[src/rtl/data_memory_bw.sv]
// data_memory_bw: byte-addressable data memory with byte/half/word loads and stores.
// It uses a request/ready handshake with a fixed access latency and flags misaligned accesses.
// After reset it can sweep every word to zero before it accepts requests.
module data_memory_bw #(
  parameter int unsigned ADDR_WIDTH = 5,
  parameter int unsigned LATENCY    = 2,
  parameter bit          INIT_CLEAR = 1'b1
) (
  input  logic        i_clk,
  input  logic        i_rst,
  input  logic        i_req,
  input  logic        i_we,
  input  logic [1:0]  i_size,
  input  logic        i_unsigned,
  input  logic [31:0] i_addr,
  input  logic [31:0] i_wdata,
  output logic [31:0] o_rdata,
  output logic        o_ready,
  output logic        o_err,
  output logic        o_busy
);

  localparam int unsigned DEPTH = 2 ** ADDR_WIDTH;
  localparam int unsigned BA_W  = ADDR_WIDTH + 2;
  localparam int unsigned LAT_W = (LATENCY > 1) ? $clog2(LATENCY) : 1;
  localparam logic [LAT_W-1:0] LAT_LOAD = LAT_W'(LATENCY - 1);

  typedef enum logic [1:0] {
    ST_INIT = 2'd0,
    ST_IDLE = 2'd1,
    ST_BUSY = 2'd2
  } state_t;

  state_t                  state_q, state_d;
  logic [ADDR_WIDTH-1:0]   sweep_q, sweep_d;
  logic [LAT_W-1:0]        lat_q, lat_d;
  logic                    we_q, we_d;
  logic [1:0]              size_q, size_d;
  logic                    uns_q, uns_d;
  logic [BA_W-1:0]         addr_q, addr_d;
  logic [31:0]             wdata_q, wdata_d;
  logic [31:0]             rdata_q, rdata_d;
  logic                    ready_q, ready_d;
  logic                    err_q, err_d;
  logic                    busy_q, busy_d;

  logic [31:0]             mem_q [DEPTH];
  logic                    mem_we;
  logic [ADDR_WIDTH-1:0]   mem_idx;
  logic [31:0]             mem_wdata;

  logic [ADDR_WIDTH-1:0]   word_idx;
  logic [1:0]              lane;
  logic [31:0]             cur_word;
  logic                    misaligned;
  logic [3:0]              be;
  logic [31:0]             wr_lanes;
  logic [31:0]             merged;
  logic [7:0]              byte_sel;
  logic [15:0]             half_sel;
  logic [31:0]             load_val;
  logic                    unused_addr_bits;

  assign word_idx         = addr_q[BA_W-1:2];
  assign lane             = addr_q[1:0];
  assign cur_word         = mem_q[word_idx];
  assign unused_addr_bits = ^i_addr[31:BA_W];

  // Flag halfword/word accesses that are not naturally aligned, and flag the illegal size code
  always_comb begin
    misaligned = 1'b0;
    unique case (size_q)
      2'b00:   misaligned = 1'b0;
      2'b01:   misaligned = lane[0];
      2'b10:   misaligned = (lane != 2'b00);
      default: misaligned = 1'b1;
    endcase
  end

  // Merge store data into the addressed lanes of the current word
  always_comb begin
    be       = 4'b0000;
    wr_lanes = wdata_q;
    merged   = cur_word;
    unique case (size_q)
      2'b00: begin
        be       = 4'b0001 << lane;
        wr_lanes = {4{wdata_q[7:0]}};
      end
      2'b01: begin
        be       = lane[1] ? 4'b1100 : 4'b0011;
        wr_lanes = {2{wdata_q[15:0]}};
      end
      2'b10:   be = 4'b1111;
      default: be = 4'b0000;
    endcase
    for (int k = 0; k < 4; k++) begin
      if (be[k]) merged[8*k +: 8] = wr_lanes[8*k +: 8];
    end
  end

  // Extract the addressed byte/half and sign- or zero-extend it
  always_comb begin
    byte_sel = cur_word[{lane, 3'b000} +: 8];
    half_sel = lane[1] ? cur_word[31:16] : cur_word[15:0];
    unique case (size_q)
      2'b00:   load_val = uns_q ? {24'h000000, byte_sel} : {{24{byte_sel[7]}}, byte_sel};
      2'b01:   load_val = uns_q ? {16'h0000, half_sel} : {{16{half_sel[15]}}, half_sel};
      default: load_val = cur_word;
    endcase
  end

  // State register
  always_ff @(posedge i_clk) begin
    if (i_rst) state_q <= ST_INIT;
    else       state_q <= state_d;
  end

  // Next-state logic
  always_comb begin
    state_d = state_q;
    unique case (state_q)
      ST_INIT: if (!INIT_CLEAR || (sweep_q == '1)) state_d = ST_IDLE;
      ST_IDLE: if (i_req) state_d = ST_BUSY;
      ST_BUSY: if (lat_q == '0) state_d = ST_IDLE;
      default: state_d = ST_INIT;
    endcase
  end

  // Datapath and output next values per state
  always_comb begin
    sweep_d   = sweep_q;
    lat_d     = lat_q;
    we_d      = we_q;
    size_d    = size_q;
    uns_d     = uns_q;
    addr_d    = addr_q;
    wdata_d   = wdata_q;
    rdata_d   = rdata_q;
    ready_d   = 1'b0;
    err_d     = 1'b0;
    mem_we    = 1'b0;
    mem_idx   = word_idx;
    mem_wdata = merged;
    unique case (state_q)
      ST_INIT: begin
        sweep_d = ADDR_WIDTH'(sweep_q + 1'b1);
        if (INIT_CLEAR) begin
          mem_we    = 1'b1;
          mem_idx   = sweep_q;
          mem_wdata = '0;
        end
      end
      ST_IDLE: begin
        if (i_req) begin
          we_d    = i_we;
          size_d  = i_size;
          uns_d   = i_unsigned;
          addr_d  = i_addr[BA_W-1:0];
          wdata_d = i_wdata;
          lat_d   = LAT_LOAD;
        end
      end
      ST_BUSY: begin
        if (lat_q == '0) begin
          ready_d = 1'b1;
          err_d   = misaligned;
          if (misaligned) rdata_d = '0;
          else if (we_q)  mem_we  = 1'b1;
          else            rdata_d = load_val;
        end else begin
          lat_d = LAT_W'(lat_q - 1'b1);
        end
      end
      default: ;
    endcase
    // A store that completes on a reset edge is dropped
    if (i_rst) mem_we = 1'b0;
    busy_d = (state_d != ST_IDLE);
  end

  // Datapath and output registers
  always_ff @(posedge i_clk) begin
    if (i_rst) begin
      sweep_q <= '0;
      lat_q   <= '0;
      we_q    <= 1'b0;
      size_q  <= 2'b00;
      uns_q   <= 1'b0;
      addr_q  <= '0;
      wdata_q <= '0;
      rdata_q <= '0;
      ready_q <= 1'b0;
      err_q   <= 1'b0;
      busy_q  <= 1'b1;
    end else begin
      sweep_q <= sweep_d;
      lat_q   <= lat_d;
      we_q    <= we_d;
      size_q  <= size_d;
      uns_q   <= uns_d;
      addr_q  <= addr_d;
      wdata_q <= wdata_d;
      rdata_q <= rdata_d;
      ready_q <= ready_d;
      err_q   <= err_d;
      busy_q  <= busy_d;
    end
  end

  // Storage array, written by the init sweep or by a completing store
  always_ff @(posedge i_clk) begin
    if (mem_we) mem_q[mem_idx] <= mem_wdata;
  end

  assign o_rdata = rdata_q;
  assign o_ready = ready_q;
  assign o_err   = err_q;
  assign o_busy  = busy_q;

endmodule

[config.mk]
export PLATFORM = sky130hd
export DESIGN_NAME = data_memory_bw
export DESIGN_NICKNAME = d
export VERILOG_FILES = /design/src/rtl/data_memory_bw.sv
export SDC_FILE = /design/constraint.sdc
export NUM_CORES = 1
export LEC_CHECK = 0
export CELL_PAD_IN_SITES_DETAIL_PLACEMENT = 0
export CELL_PAD_IN_SITES_GLOBAL_PLACEMENT = 1
export CORE_UTILIZATION = 54
export DETAILED_ROUTE_END_ITERATION = 7
export PLACE_DENSITY = 0.84
export SLEW_MARGIN = 20
export SYNTH_ARGS = -nofsm -noshare
export SYNTH_HDL_FRONTEND = slang
export SYNTH_SLANG_ARGS = --single-unit
[constraint.sdc]
create_clock -name i_clk -period 6.2 [get_ports i_clk]
set_clock_uncertainty 0.2 [all_clocks]
set_input_delay 0.62 -clock i_clk [delete_from_list [all_inputs] [get_ports i_clk]]
set_output_delay 0.62 -clock i_clk [all_outputs]
set_load 0.01 [all_outputs]
==> results_dict.tcl, run 1 <==
set metrics [dict create \
    grt_pass1_wl_um 161000 \
    drt.antenna.violating_nets 0 \
    grt_pass1_vias 23000 \
    crit_arrival_ns 4.71 \
    fin_setup_tns_ns 0 \
    initial_utilization 0.546 \
    syn_inst 2139 \
    vias 23000 \
    fp.coreArea_um2 79000 \
    max_slew.worst_pin.slew_ns 1.19 \
    clk_latency_ns 0.69 \
    crit_path_end_kind "flop" \
    pin_count 106 \
    cts_tree "built" \
    cts_buffers 104 \
    power_density_nw_per_um2 297 \
    design_area_um2 49500 \
    crit_required_ns 6.44 \
    die_area_um2 80900 \
    die_y_um 285 \
    nNetsFinal 2386 \
    setup_viol 0 \
    max_cap_viol_count 0 \
    ys_types 49 \
    drc_errors 0 \
    clk_pin_slew_ns 0.06 \
    grt_use_total 0.282 \
    critPathKind "reg2reg" \
    viasPerCell 6.68 \
    fp.dieW_um 285 \
    antenna_found_initial 1 \
    maxSlewHeadroom 0.205 \
    area_growth_pct 14.8 \
    max_stage_delay_ns 0.93 \
    r2r_slack_ns 1.74 \
    status "complete, no violations" \
    drive_gt1_frac 0.268 \
    grt_overflow 0 \
    ys_ff_latch 1115 \
    portBuffers 80 \
    synthArstFlopShare 0 \
    layout_common_cells "1024 x edfxtp_1, 279 x mux4_2, 141 x nand2_1" \
    cts_setup_buffers 0 \
    cts.sinks 1115 \
    wl_um 114000 \
    gp_congestion 0.897 \
    ctsResizeCount 0 \
    hold_ws_ns 0.271 \
    synth_edf_count 1024 \
    path_max_fanout 45 \
    ir_worst_vdd_v 0.000242 \
    clk_path_buf_depth 3 \
    h-tree-depth 3 \
    grt.busiest_layer "met2" \
    fmax_mhz 224 \
    grt_use_met3 0.0547 \
    syn-num-nets 2212 \
    postCtsHoldBufs 0 \
    leakage_nw 14.5 \
    dp_hpwl_um 62300 \
    synth_area_um2 43100 \
    critPathMostFrequentCell "buf_4" \
    fin_crit_sh 0.720 \
    yosysWarnings 0 \
    crit_path_cell_trace "or3_1 -> buf_4 -> buf_4 -> o22ai_1 -> a211oi_1 -> o21ai_0 -> a211oi_2 -> buf_4" \
    ys_seq_area_frac 0.756 \
    diodes 0 \
    row_count 103 \
    hold_viol_final 0 \
    grt_use_met2 0.450 \
    period_minus_slack_ns 4.46 \
    dominantRegCellSynth "edfxtp_1" \
    post_dp_cell_area_um2 46000 \
    slew_violations 0 \
    dr.pass1.iters 8 \
    drt_iter0_drc 3311 \
    grt_max_degree 55 \
    critical_path.top_delay_family "compound AO/OA/AOI/OAI gates" \
    nFillCells 5131 \
    syn_avg_cell_area_um2 20.1 \
    use_met1 0.390 \
    cts_root_buf "clkbuf_16" \
    critical_path_buf_inv_count 3 \
    start_kind "flop" \
    wl_per_cell_um 33.0 \
    rsz0062_at_grt "no" \
    final_common_cell "edfxtp_1" \
    holdCritPathClass "reg2reg" \
    slowest_stage "dfxtp_4" \
]
## path summary, 6_finish.rpt
path         depth (start not counted)            end        start
max                                  8  mem_q[24][22]         flop
min                                  2    wdata_q[24]  wdata_q[24]
max reg2reg                          8  mem_q[24][22]         flop
min reg2reg                          2    wdata_q[24]  wdata_q[24]
## worst min-delay path, stage by stage, from the launching register on
cell	delay (ns)
dfxtp_1	0.32
nand2_1	0.06
a21oi_1	0.05
## layer usage
layer | part of all wire | vias up
met4 | 0.035 | 0
met5 | 0 | -
met2 | 0.48 | 1718
li1 | - | 9188
met3 | 0.12 | 257
met1 | 0.37 | 11900
## report_power, final
group | total, W | switching [W] | internal, W
logic | 0.000219 | 0.000139 | 0.0000806
clock network | 0.00632 | 0.00276 | 0.00356
registers | 0.00815 | 0.0000148 | 0.00814
## stage by stage
stage	cells	util	setup WS [ns]	power [W]
global route	3446	0.626	1.71	0.0150
global placement	3252	0.582	1.92	0.00851
detailed placement	3255	0.583	1.88	0.00852
CTS	3444	0.625	1.84	0.0147
finish	3446	0.626	1.74	0.0147
floorplan	2139	-	1.80	0.00840
## area by class of cell
class,count,area [µm²],area share
Multi-Input combinational cell,892,10400,0.210
Clock inverter,62,588,0.0119
Clock buffer,127,2780,0.0561
Sequential cell,1115,32600,0.659
Timing Repair Buffer,192,1780,0.0359
Tap cell,1050,1310,0.0266
Inverter,8,30.0,0.000607
## Yosys cell counts (26+ instances only)
library cell	number	area, µm²
a211oi_1	43	323
a21oi_1	61	305
clkbuf_1	80	300
dfxtp_1	91	1820
edfxtp_1	1024	30700
mux2_2	26	293
mux2i_1	47	470
mux4_2	279	6280
nand2_1	141	529
nor2_1	74	278
o21ai_0	34	170
o22ai_1	42	263
## registers in the layout, summed over array words and instances (netlist names), 2 cells and up, named ones only
signal / count
mem_q: 1024
o_rdata: 32
wdata_q: 32
addr_q: 7
sweep_q: 5
size_q: 2
state_q: 2
## cell families after synthesis
logic type,count (synthesis),synth area share
AOI/OAI and AO/OA,256,0.0388
xor gates and xnor gates,3,0.000610
adders and majority gates,2,0.000581
buffers and inverters,132,0.0124
DFF,1115,0.756
muxes,353,0.164
and+or+nand+nor,278,0.0278
(Power assumes the default switching activity.)
==> run 2: changes to the inputs <==
Clock period 6.2 ns to 4.6 ns, I/O delays scaled along.
==> results_dict.tcl, run 2 (synthesized netlist as in run 1, its figures left out) <==
set metrics [dict create \
    utilization 0.630 \
    maxSlewHeadroom 0.305 \
    fin_setup_tns_ns 0 \
    max_flop_register "mem_q" \
    p_comb_frac 0.016 \
    design_area_um2 49800 \
    h-tree-depth 3 \
    reg2reg_to "mem_q[30][19]" \
    min-delay-start "i_addr[5]" \
    dp_hpwl_um 60200 \
    hold_viol_final 0 \
    cts_root_buf "clkbuf_16" \
    ff2ff_path_depth 6 \
    period_minus_slack_ns 4.09 \
    largest_reg_flops 1024 \
    gp_congestion 0.897 \
    layout_common_cells "1024 x edfxtp_1, 279 x mux4_2, 141 x nand2_1" \
    cts.sinks 1115 \
    portBuffers 80 \
    setup_viol 0 \
    initial_utilization 0.546 \
    ctsResizeCount 0 \
    cts_buffers 105 \
    clk_latency_ns 0.67 \
    grt_overflow 0 \
    grt_use_total 0.279 \
    final_common_cell "edfxtp_1" \
    nNetsFinal 2393 \
    fp.coreArea_um2 79000 \
    viasPerCell 6.63 \
    drive_gt1_frac 0.274 \
    antenna_found_initial 0 \
    fin_crit_sh 0.889 \
    holdCritPathClass "in2reg" \
    area_growth_pct 15.5 \
    r2r_slack_ns 0.51 \
    clk_pin_slew_ns 0.06 \
    leakage_nw 14.6 \
    postCtsHoldBufs 0 \
    p_switching_w 0.00402 \
    critPathKind "reg2reg" \
    grt_pass1_wl_um 161000 \
    die_area_um2 80900 \
    pin_count 106 \
    status "complete, no violations" \
    row_count 103 \
    clockPowerShare 0.441 \
    start_kind "flop" \
    max_cap_viol_count 0 \
    drt_iter0_drc 3150 \
    hold_ws_ns 0.156 \
    diodes 0 \
    report.power.total_w 0.0202 \
    max_slew.worst_pin.slew_ns 1.04 \
    wl_um 112000 \
    power_density_nw_per_um2 406 \
    grt_pass1_vias 23100 \
    worstHoldPathCells 3 \
    clk_path_buf_depth 3 \
    p_int_w 0.0162 \
    crit_path_end_kind "flop" \
    grt_max_degree 99 \
    drt.antenna.violating_nets 0 \
    crit_arrival_ns 4.33 \
    cts_setup_buffers 0 \
    slew_violations 0 \
    die_y_um 285 \
    crit_required_ns 4.84 \
    ir_worst_vdd_v 0.000339 \
    fmax_mhz 245 \
    vias 23000 \
    drc_errors 0 \
    post_dp_cell_area_um2 46200 \
    sw_frac_of_total 0.199 \
    path_max_fanout 32 \
    wl_per_cell_um 32.4 \
    fp.dieW_um 285 \
    cts_tree "built" \
    seqPwrFrac 0.544 \
    dr.pass1.iters 6 \
    rsz0062_at_grt "no" \
]
run 2: cell count changes in the layout (fill, tap and decap cells not counted), moves of 2 or more:
cell / previous run / this run
bufinv_16: 9 / 14
clkbuf_2: 2 / 0
clkinv_1: 23 / 18
buf_12: 8 / 14
clkinv_2: 16 / 24
clkbuf_8: 2 / 0
buf_16: 2 / 0
buf_4: 102 / 104
a31oi_2: 2 / 0
clkinvlp_4: 5 / 12
a31oi_4: 2 / 4
clkinv_8: 5 / 3
run 2: layout make-up:
| class | instances | area (µm²) |
|---|---|---|
| flip-flops and latches | 1115 | 32600 |
| fillers | 5042 | 29200 |
| multi-input cells | 892 | 10400 |
| clock buffers | 123 | 2760 |
| repair buffers | 198 | 1860 |
| well taps | 1050 | 1310 |
| clock inverters | 75 | 793 |
| inverters | 8 | 30.0 |
run 2: stage by stage:
step	worst slack (ns)	instances
5_1_grt	0.471	3461
2_1_floorplan	0.195	2139
4_1_cts	0.702	3461
6_report	0.511	3461
3_5_place_dp	0.749	3263
3_3_place_gp	0.679	3263
run 2: worst max-delay path by stage:
stage	start	to	cells past startpoint
2_1_floorplan	flop	mem_q[0][14]	9
3_3_place_gp	flop	o_rdata[16]	6
3_5_place_dp	flop	mem_q[0][10]	7
4_1_cts	flop	mem_q[22][10]	7
5_1_grt	flop	mem_q[29][19]	6
6_report	flop	mem_q[30][19]	6
run 2: worst max-delay path: stages, from the launching register on:
cell and delay [ns]:
dfxtp_4 0.84, or3b_2 0.94, o22ai_1 0.18, a211oi_1 0.62, o21ai_0 0.40, a211oi_2 0.29
buf_4 0.35
run 2: per-layer routing:
metal  part of all wire  global-route usage
met1               0.37               0.389
met3               0.12              0.0567
met5                  0                   0
met4              0.031              0.0944
met2               0.48               0.445
run 2: power by group through the flow:
stage	clock network (W)	logic [W]	registers (W)
floorplan	0	0.000131	0.0112
finish	0.00891	0.000316	0.0110
detailed placement	0	0.000305	0.0112
global placement	0	0.000301	0.0112
global route	0.00933	0.000329	0.0110
CTS	0.00895	0.000310	0.0110
